--- src/rtl/soc_sim_monitor.sv ---
// soc_sim_monitor: run-control and test-completion monitor.
// Holds the SoC in reset for RST_CYCLES after board reset release, counts run
// cycles, and latches a sticky verdict on the first of: mailbox exit write,
// filtered trap, or timeout.
module soc_sim_monitor #(
  parameter int unsigned RST_CYCLES     = 10,
  parameter int unsigned TIMEOUT_CYCLES = 10000,
  parameter int unsigned TRAP_FILTER    = 1,
  parameter int unsigned CNT_W          = 32,
  parameter logic [31:0] BASE_ADDR      = 32'h1000_0000
) (
  input  logic             clk,
  input  logic             resetn,
  input  logic             trap_i,
  input  logic             mem_valid,
  input  logic [31:0]      mem_addr,
  input  logic [31:0]      mem_wdata,
  input  logic [3:0]       mem_wstrb,
  output logic             mem_ready,
  output logic [31:0]      mem_rdata,
  output logic             soc_resetn,
  output logic             done,
  output logic             pass,
  output logic [1:0]       cause,
  output logic [30:0]      exit_code,
  output logic [CNT_W-1:0] cycle_count
);

  typedef enum logic [1:0] {HOLD, RUN, DONE} state_t;

  localparam logic [1:0] C_MBOX = 2'd1;
  localparam logic [1:0] C_TRAP = 2'd2;
  localparam logic [1:0] C_TMO  = 2'd3;

  // Hold counter counts resetn-high edges; the release happens on the edge
  // after it has seen RST_CYCLES of them.
  localparam logic [15:0]      RST_LAST  = 16'(RST_CYCLES);
  localparam logic [3:0]       TRAP_LAST = 4'(TRAP_FILTER - 1);
  localparam logic [CNT_W-1:0] TMO_LAST  = CNT_W'(TIMEOUT_CYCLES - 1);

  state_t      state;
  logic [15:0] hold_cnt;
  logic [3:0]  trap_cnt;

  logic        hit, is_rd, mb_end, trap_hit, tmo_hit;
  logic [31:0] rd_word;

  // Byte offset bits inside a word are irrelevant to this decode.
  wire unused_addr = &{1'b0, mem_addr[1:0]};

  // Mailbox decode; a request seen while mem_ready is high is the previous
  // transfer still held by the master, so it is not accepted again.
  always_comb begin
    hit      = mem_valid && (mem_addr[31:3] == BASE_ADDR[31:3]) &&
               !mem_ready && (state != HOLD);
    is_rd    = (mem_wstrb == 4'h0);
    rd_word  = mem_addr[2] ? 32'(cycle_count) : {exit_code, done};
    mb_end   = (state == RUN) && hit && !mem_addr[2] &&
               (mem_wstrb == 4'hF) && mem_wdata[0];
    trap_hit = (state == RUN) && trap_i && (trap_cnt == TRAP_LAST);
    tmo_hit  = (TIMEOUT_CYCLES != 0) && (state == RUN) &&
               (cycle_count == TMO_LAST);
  end

  // Run-control FSM, bus responder and verdict latch, all registered.
  always_ff @(posedge clk) begin
    if (!resetn) begin
      state       <= HOLD;
      hold_cnt    <= '0;
      trap_cnt    <= '0;
      cycle_count <= '0;
      soc_resetn  <= 1'b0;
      done        <= 1'b0;
      pass        <= 1'b0;
      cause       <= '0;
      exit_code   <= '0;
      mem_ready   <= 1'b0;
      mem_rdata   <= '0;
    end else begin
      mem_ready <= hit;
      mem_rdata <= (hit && is_rd) ? rd_word : 32'h0;
      case (state)
        HOLD: begin
          if (hold_cnt == RST_LAST) begin
            state      <= RUN;
            soc_resetn <= 1'b1;
          end else begin
            hold_cnt <= hold_cnt + 16'd1;
          end
        end
        RUN: begin
          if (!trap_i)               trap_cnt <= '0;
          else if (trap_cnt != 4'hF) trap_cnt <= trap_cnt + 4'd1;
          if (mb_end || trap_hit || tmo_hit) begin
            // Count freezes on the event edge so a timeout reads TIMEOUT-1.
            state <= DONE;
            done  <= 1'b1;
            if (mb_end) begin
              cause     <= C_MBOX;
              exit_code <= mem_wdata[31:1];
              pass      <= (mem_wdata[31:1] == 31'd0);
            end else if (trap_hit) begin
              cause <= C_TRAP;
            end else begin
              cause <= C_TMO;
            end
          end else if (cycle_count != '1) begin
            cycle_count <= cycle_count + 1'b1;
          end
        end
        DONE: ;
        default: state <= HOLD;
      endcase
    end
  end

endmodule

--- config.mk ---
export PLATFORM = sky130hd
export DESIGN_NAME = soc_sim_monitor
export DESIGN_NICKNAME = d
export VERILOG_FILES = /design/src/rtl/soc_sim_monitor.sv
export SDC_FILE = /design/constraint.sdc
export NUM_CORES = 1
export LEC_CHECK = 0
export CAP_MARGIN = 30
export CORE_MARGIN = 2
export CORE_UTILIZATION = 35
export CTS_CLUSTER_DIAMETER = 80
export DETAILED_ROUTE_END_ITERATION = 12
export SETUP_SLACK_MARGIN = 0.3
export SLEW_MARGIN = 10
export SYNTH_ARGS = -nofsm -noshare
export SYNTH_HDL_FRONTEND = slang
export SYNTH_SLANG_ARGS = --single-unit
--- constraint.sdc ---
create_clock -name clk -period 2.82 [get_ports clk]
set_input_delay 0.846 -clock clk [delete_from_list [all_inputs] [get_ports clk]]
set_output_delay 0.846 -clock clk [all_outputs]
set_load 0.05 [all_outputs]
==> metrics.txt <==
# TYPE chip_impl_metric gauge
chip_impl_info{name="run_status",value="complete, no violations"} 1
chip_impl_info{name="cts_tree",value="built"} 1
chip_impl_metric{name="synth.lib_cells_used.distinct",unit=""} 50
chip_impl_info{name="post-synth-top-count-cell",value="dfxtp_1"} 1
chip_impl_metric{name="synthDominantCellAreaShare",unit="%"} 46.2
chip_impl_metric{name="worstMarginPinSlew",unit="ps"} 630
chip_impl_metric{name="drt-pass1-iter-count",unit=""} 5
chip_impl_metric{name="max-slew-margin-rel",unit="%"} 58.0
chip_impl_metric{name="gr_util_all_layers",unit="%"} 20.6
chip_impl_info{name="timing.setup.critical_path_class",value="in -> reg"} 1
chip_impl_metric{name="vias",unit=""} 5306
chip_impl_info{name="unrepaired_setup_endpoints_after_global_routing",value="true"} 1
chip_impl_metric{name="finClkSkew",unit="ps"} 8.79
chip_impl_metric{name="min_delay_path_depth",unit=""} 2
chip_impl_metric{name="vdd_ir_drop_max",unit="mV"} 0.421
chip_impl_metric{name="pin_count_of_the_biggest_net_entering_global_routing",unit=""} 34
chip_impl_metric{name="numCtsBuffers",unit=""} 17
chip_impl_metric{name="clk-insertion-delay-late",unit="ps"} 420
chip_impl_metric{name="critical_path_peak_fanout",unit=""} 6
chip_impl_metric{name="detail_route.vias_per_cell",unit=""} 5.28
chip_impl_metric{name="initial_core_util",unit="%"} 35.4
chip_impl_metric{name="layout_cell_area_excl_fill",unit="µm²"} 8090
chip_impl_metric{name="grt_first_pass_wirelength",unit="µm"} 26500
chip_impl_info{name="synth_flop_cell",value="dfxtp_1"} 1
chip_impl_metric{name="ant_nets",unit=""} 0
chip_impl_metric{name="drt-initial-drc-count",unit=""} 266
chip_impl_metric{name="routedWlPerCell",unit="µm"} 16.6
chip_impl_metric{name="number_of_antenna_violations_at_the_first_check_in_global_routing",unit=""} 1
chip_impl_metric{name="synth_seq_area_share",unit="%"} 46.2
chip_impl_metric{name="synth_area_per_inst",unit="µm²"} 8.57
chip_impl_metric{name="fin_tns_setup",unit="ps"} 0
chip_impl_metric{name="portBuffers",unit=""} 170
chip_impl_info{name="synth.top_cells.by_area",value="dfxtp_1 (46%), nand2_1 (7.0%), mux2i_1 (6.8%)"} 1
chip_impl_metric{name="timing.max_cap.violations",unit=""} 0
chip_impl_metric{name="synth_enable_flop_cells",unit=""} 0
chip_impl_metric{name="worst_setup_hold_path_clk_slew",unit="ps"} 50
chip_impl_metric{name="first_global_vias",unit=""} 5270
chip_impl_metric{name="cts_max_level",unit=""} 4
chip_impl_metric{name="floorplan.die.height",unit="µm"} 127
chip_impl_metric{name="worst_ep_arrival_time",unit="ps"} 2840
chip_impl_metric{name="timing.final.crit_period",unit="ps"} 2500
chip_impl_info{name="yosys.area.top_type",value="dfxtp_1"} 1
chip_impl_metric{name="diodes",unit=""} 0
chip_impl_metric{name="dpl.hpwl",unit="µm"} 12000
chip_impl_info{name="most_numerous_cell_types_in_the_synthesized_netlist",value="dfxtp_1 (123), nand2_1 (100), nor2_1 (68)"} 1
chip_impl_metric{name="power.static_leakage",unit="nW"} 3.09
chip_impl_metric{name="netlist_instances",unit=""} 622
chip_impl_metric{name="finalMaxSlewViolations",unit=""} 0
chip_impl_metric{name="die_w",unit="µm"} 127
chip_impl_metric{name="die-area",unit="µm²"} 16200
chip_impl_metric{name="setup_viol",unit=""} 0
chip_impl_metric{name="register_area",unit="µm²"} 2460
chip_impl_info{name="setup.worst_path.end_class",value="register"} 1
chip_impl_metric{name="gp_congestion",unit=""} 0.804
chip_impl_info{name="cp-start-kind",value="primary input"} 1
chip_impl_metric{name="route.final.wire_length",unit="µm"} 16700
chip_impl_metric{name="core_region_area",unit="µm²"} 15000
chip_impl_metric{name="number_of_endpoints_with_negative_hold_slack_in_the_final_report",unit=""} 0
chip_impl_metric{name="route.detailed.drc",unit=""} 0
chip_impl_metric{name="fillerInstances",unit=""} 1380
chip_impl_metric{name="r2r_cells",unit=""} 9
chip_impl_metric{name="netlist_area_before_placement",unit="µm²"} 5330
chip_impl_metric{name="drive_gt1_share",unit="%"} 10.0
chip_impl_metric{name="max_freq",unit="GHz"} 0.400
chip_impl_info{name="min-delay-path-class",value="reg -> reg"} 1
chip_impl_metric{name="area.growth.synth_to_final",unit="%"} 51.9
chip_impl_metric{name="final_core_utilization",unit="%"} 53.8
chip_impl_info{name="ctsRootBufferMaster",value="clkbuf_16"} 1
chip_impl_metric{name="io_pins",unit=""} 173
chip_impl_metric{name="multi_input_area",unit="µm²"} 2740
chip_impl_metric{name="placed_cell_area",unit="µm²"} 7330
chip_impl_metric{name="num-nets-final",unit=""} 886
chip_impl_metric{name="std_cell_rows",unit=""} 45
chip_impl_metric{name="synth-warning-count",unit=""} 0
chip_impl_metric{name="final_period_utilization",unit="%"} 88.6
chip_impl_metric{name="crit_required",unit="ps"} 3160
chip_impl_metric{name="post_synthesis_sequential_element_count",unit=""} 123
chip_impl_metric{name="synthArstFlopShare",unit="%"} 0
chip_impl_metric{name="clock_sinks",unit=""} 123
chip_impl_metric{name="overflow",unit=""} 0
chip_impl_metric{name="synth_nets",unit=""} 699
chip_impl_metric{name="power_density",unit="nW/µm²"} 481
chip_impl_metric{name="clockBufferDepth",unit=""} 2
==> through the flow <==
stage / total power [W] / hold WS, ps / setup slack (ps) / instances
6_report: 0.00389 / 460 / 321 / 1005
5_1_grt: 0.00401 / 480 / 219 / 1005
4_1_cts: 0.00394 / 458 / 280 / 1001
3_5_place_dp: 0.00197 / 447 / -250 / 968
3_3_place_gp: 0.00197 / 439 / -164 / 968
2_1_floorplan: 0.00184 / 459 / 296 / 622
==> power by group <==
part | total, W | internal (W) | switching [W]
combinational | 0.000185 | 0.000108 | 0.0000770
sequential | 0.00175 | 0.00174 | 0.00000457
clock | 0.00196 | 0.00123 | 0.000732
==> timing repair <==
action / in CTS / in global routing
resized for setup: 44 / 22
buffers inserted: 4 / 3
hold buffers: 0 / 0
pin swaps: 10 / 14
gates cloned: 2 / 1
endpoints found under the setup margin: 61 / 29
==> registers in the layout, indices dropped and copies added, names as in the netlist <==
register	flops
state	2
cause	2
cycle_count	32
mem_rdata	32
soc_resetn	1
exit_code	31
pass	1
hold_cnt	16
trap_cnt	4
mem_ready	1
done	1
==> cells in the final DEF (no fill, tap or decap), types with 18 or more instances in the layout <==
cell type | synthesis | final
dfxtp_1 | 123 | 121
nor2_1 | 68 | 68
a21oi_1 | 57 | 55
nor4_1 | 26 | 23
mux2i_1 | 36 | 36
dlygate4sd2_1 | 0 | 36
nand2_1 | 100 | 100
buf_4 | 2 | 21
clkdlybuf4s50_1 | 0 | 119
clkbuf_16 | 0 | 18
nand4_1 | 21 | 21
==> kinds of logic after synthesis <==
kind of cell	Yosys count	synth area share [%]
xor gates and xnor gates	17	2.79
DFF	123	46.2
adders and majority gates	5	1.17
muxes	36	6.76
buffers and inverters	44	3.64
AOI/OAI and AO/OA	94	10.5
and+or+nand+nor	303	28.9
==> final timing paths <==
path | from | to | slack, ps
worst min register to register | pass | pass | 460
worst max-delay path | mem_addr[14] | cycle_count[19] | 320
worst min-delay path | pass | pass | 460
worst max register to register | cycle_count[0] | cycle_count[19] | 390
==> worst max-delay path: stages <==
cell	delay [ps]
clkdlybuf4s50_1	460
nor4_1	50
and2_1	160
nand4b_1	110
buf_6	150
nand3_4	130
buf_12	170
buf_16	120
or4_1	490
a21oi_1	150
==> final cells by class <==
| cell class | instances | area share (%) |
|---|---|---|
| multi-input combinational | 455 | 33.9 |
| sequential | 123 | 30.5 |
| timing repair buffer | 204 | 26.0 |
| clock buffer | 23 | 5.78 |
| tap | 188 | 2.91 |
| clock inverter | 4 | 0.557 |
| inverter | 8 | 0.371 |
==> per-layer routing <==
layer / track usage, % / wire, µm / part of all wire [%]
met1: 25.7 / 7400 / 44
met2: 34.5 / 8010 / 48
met4: 8.40 / 339 / 2.0
met5: 0 / 12 / 0.072
met3: 4.90 / 970 / 5.8
(Power assumes the default switching activity.)
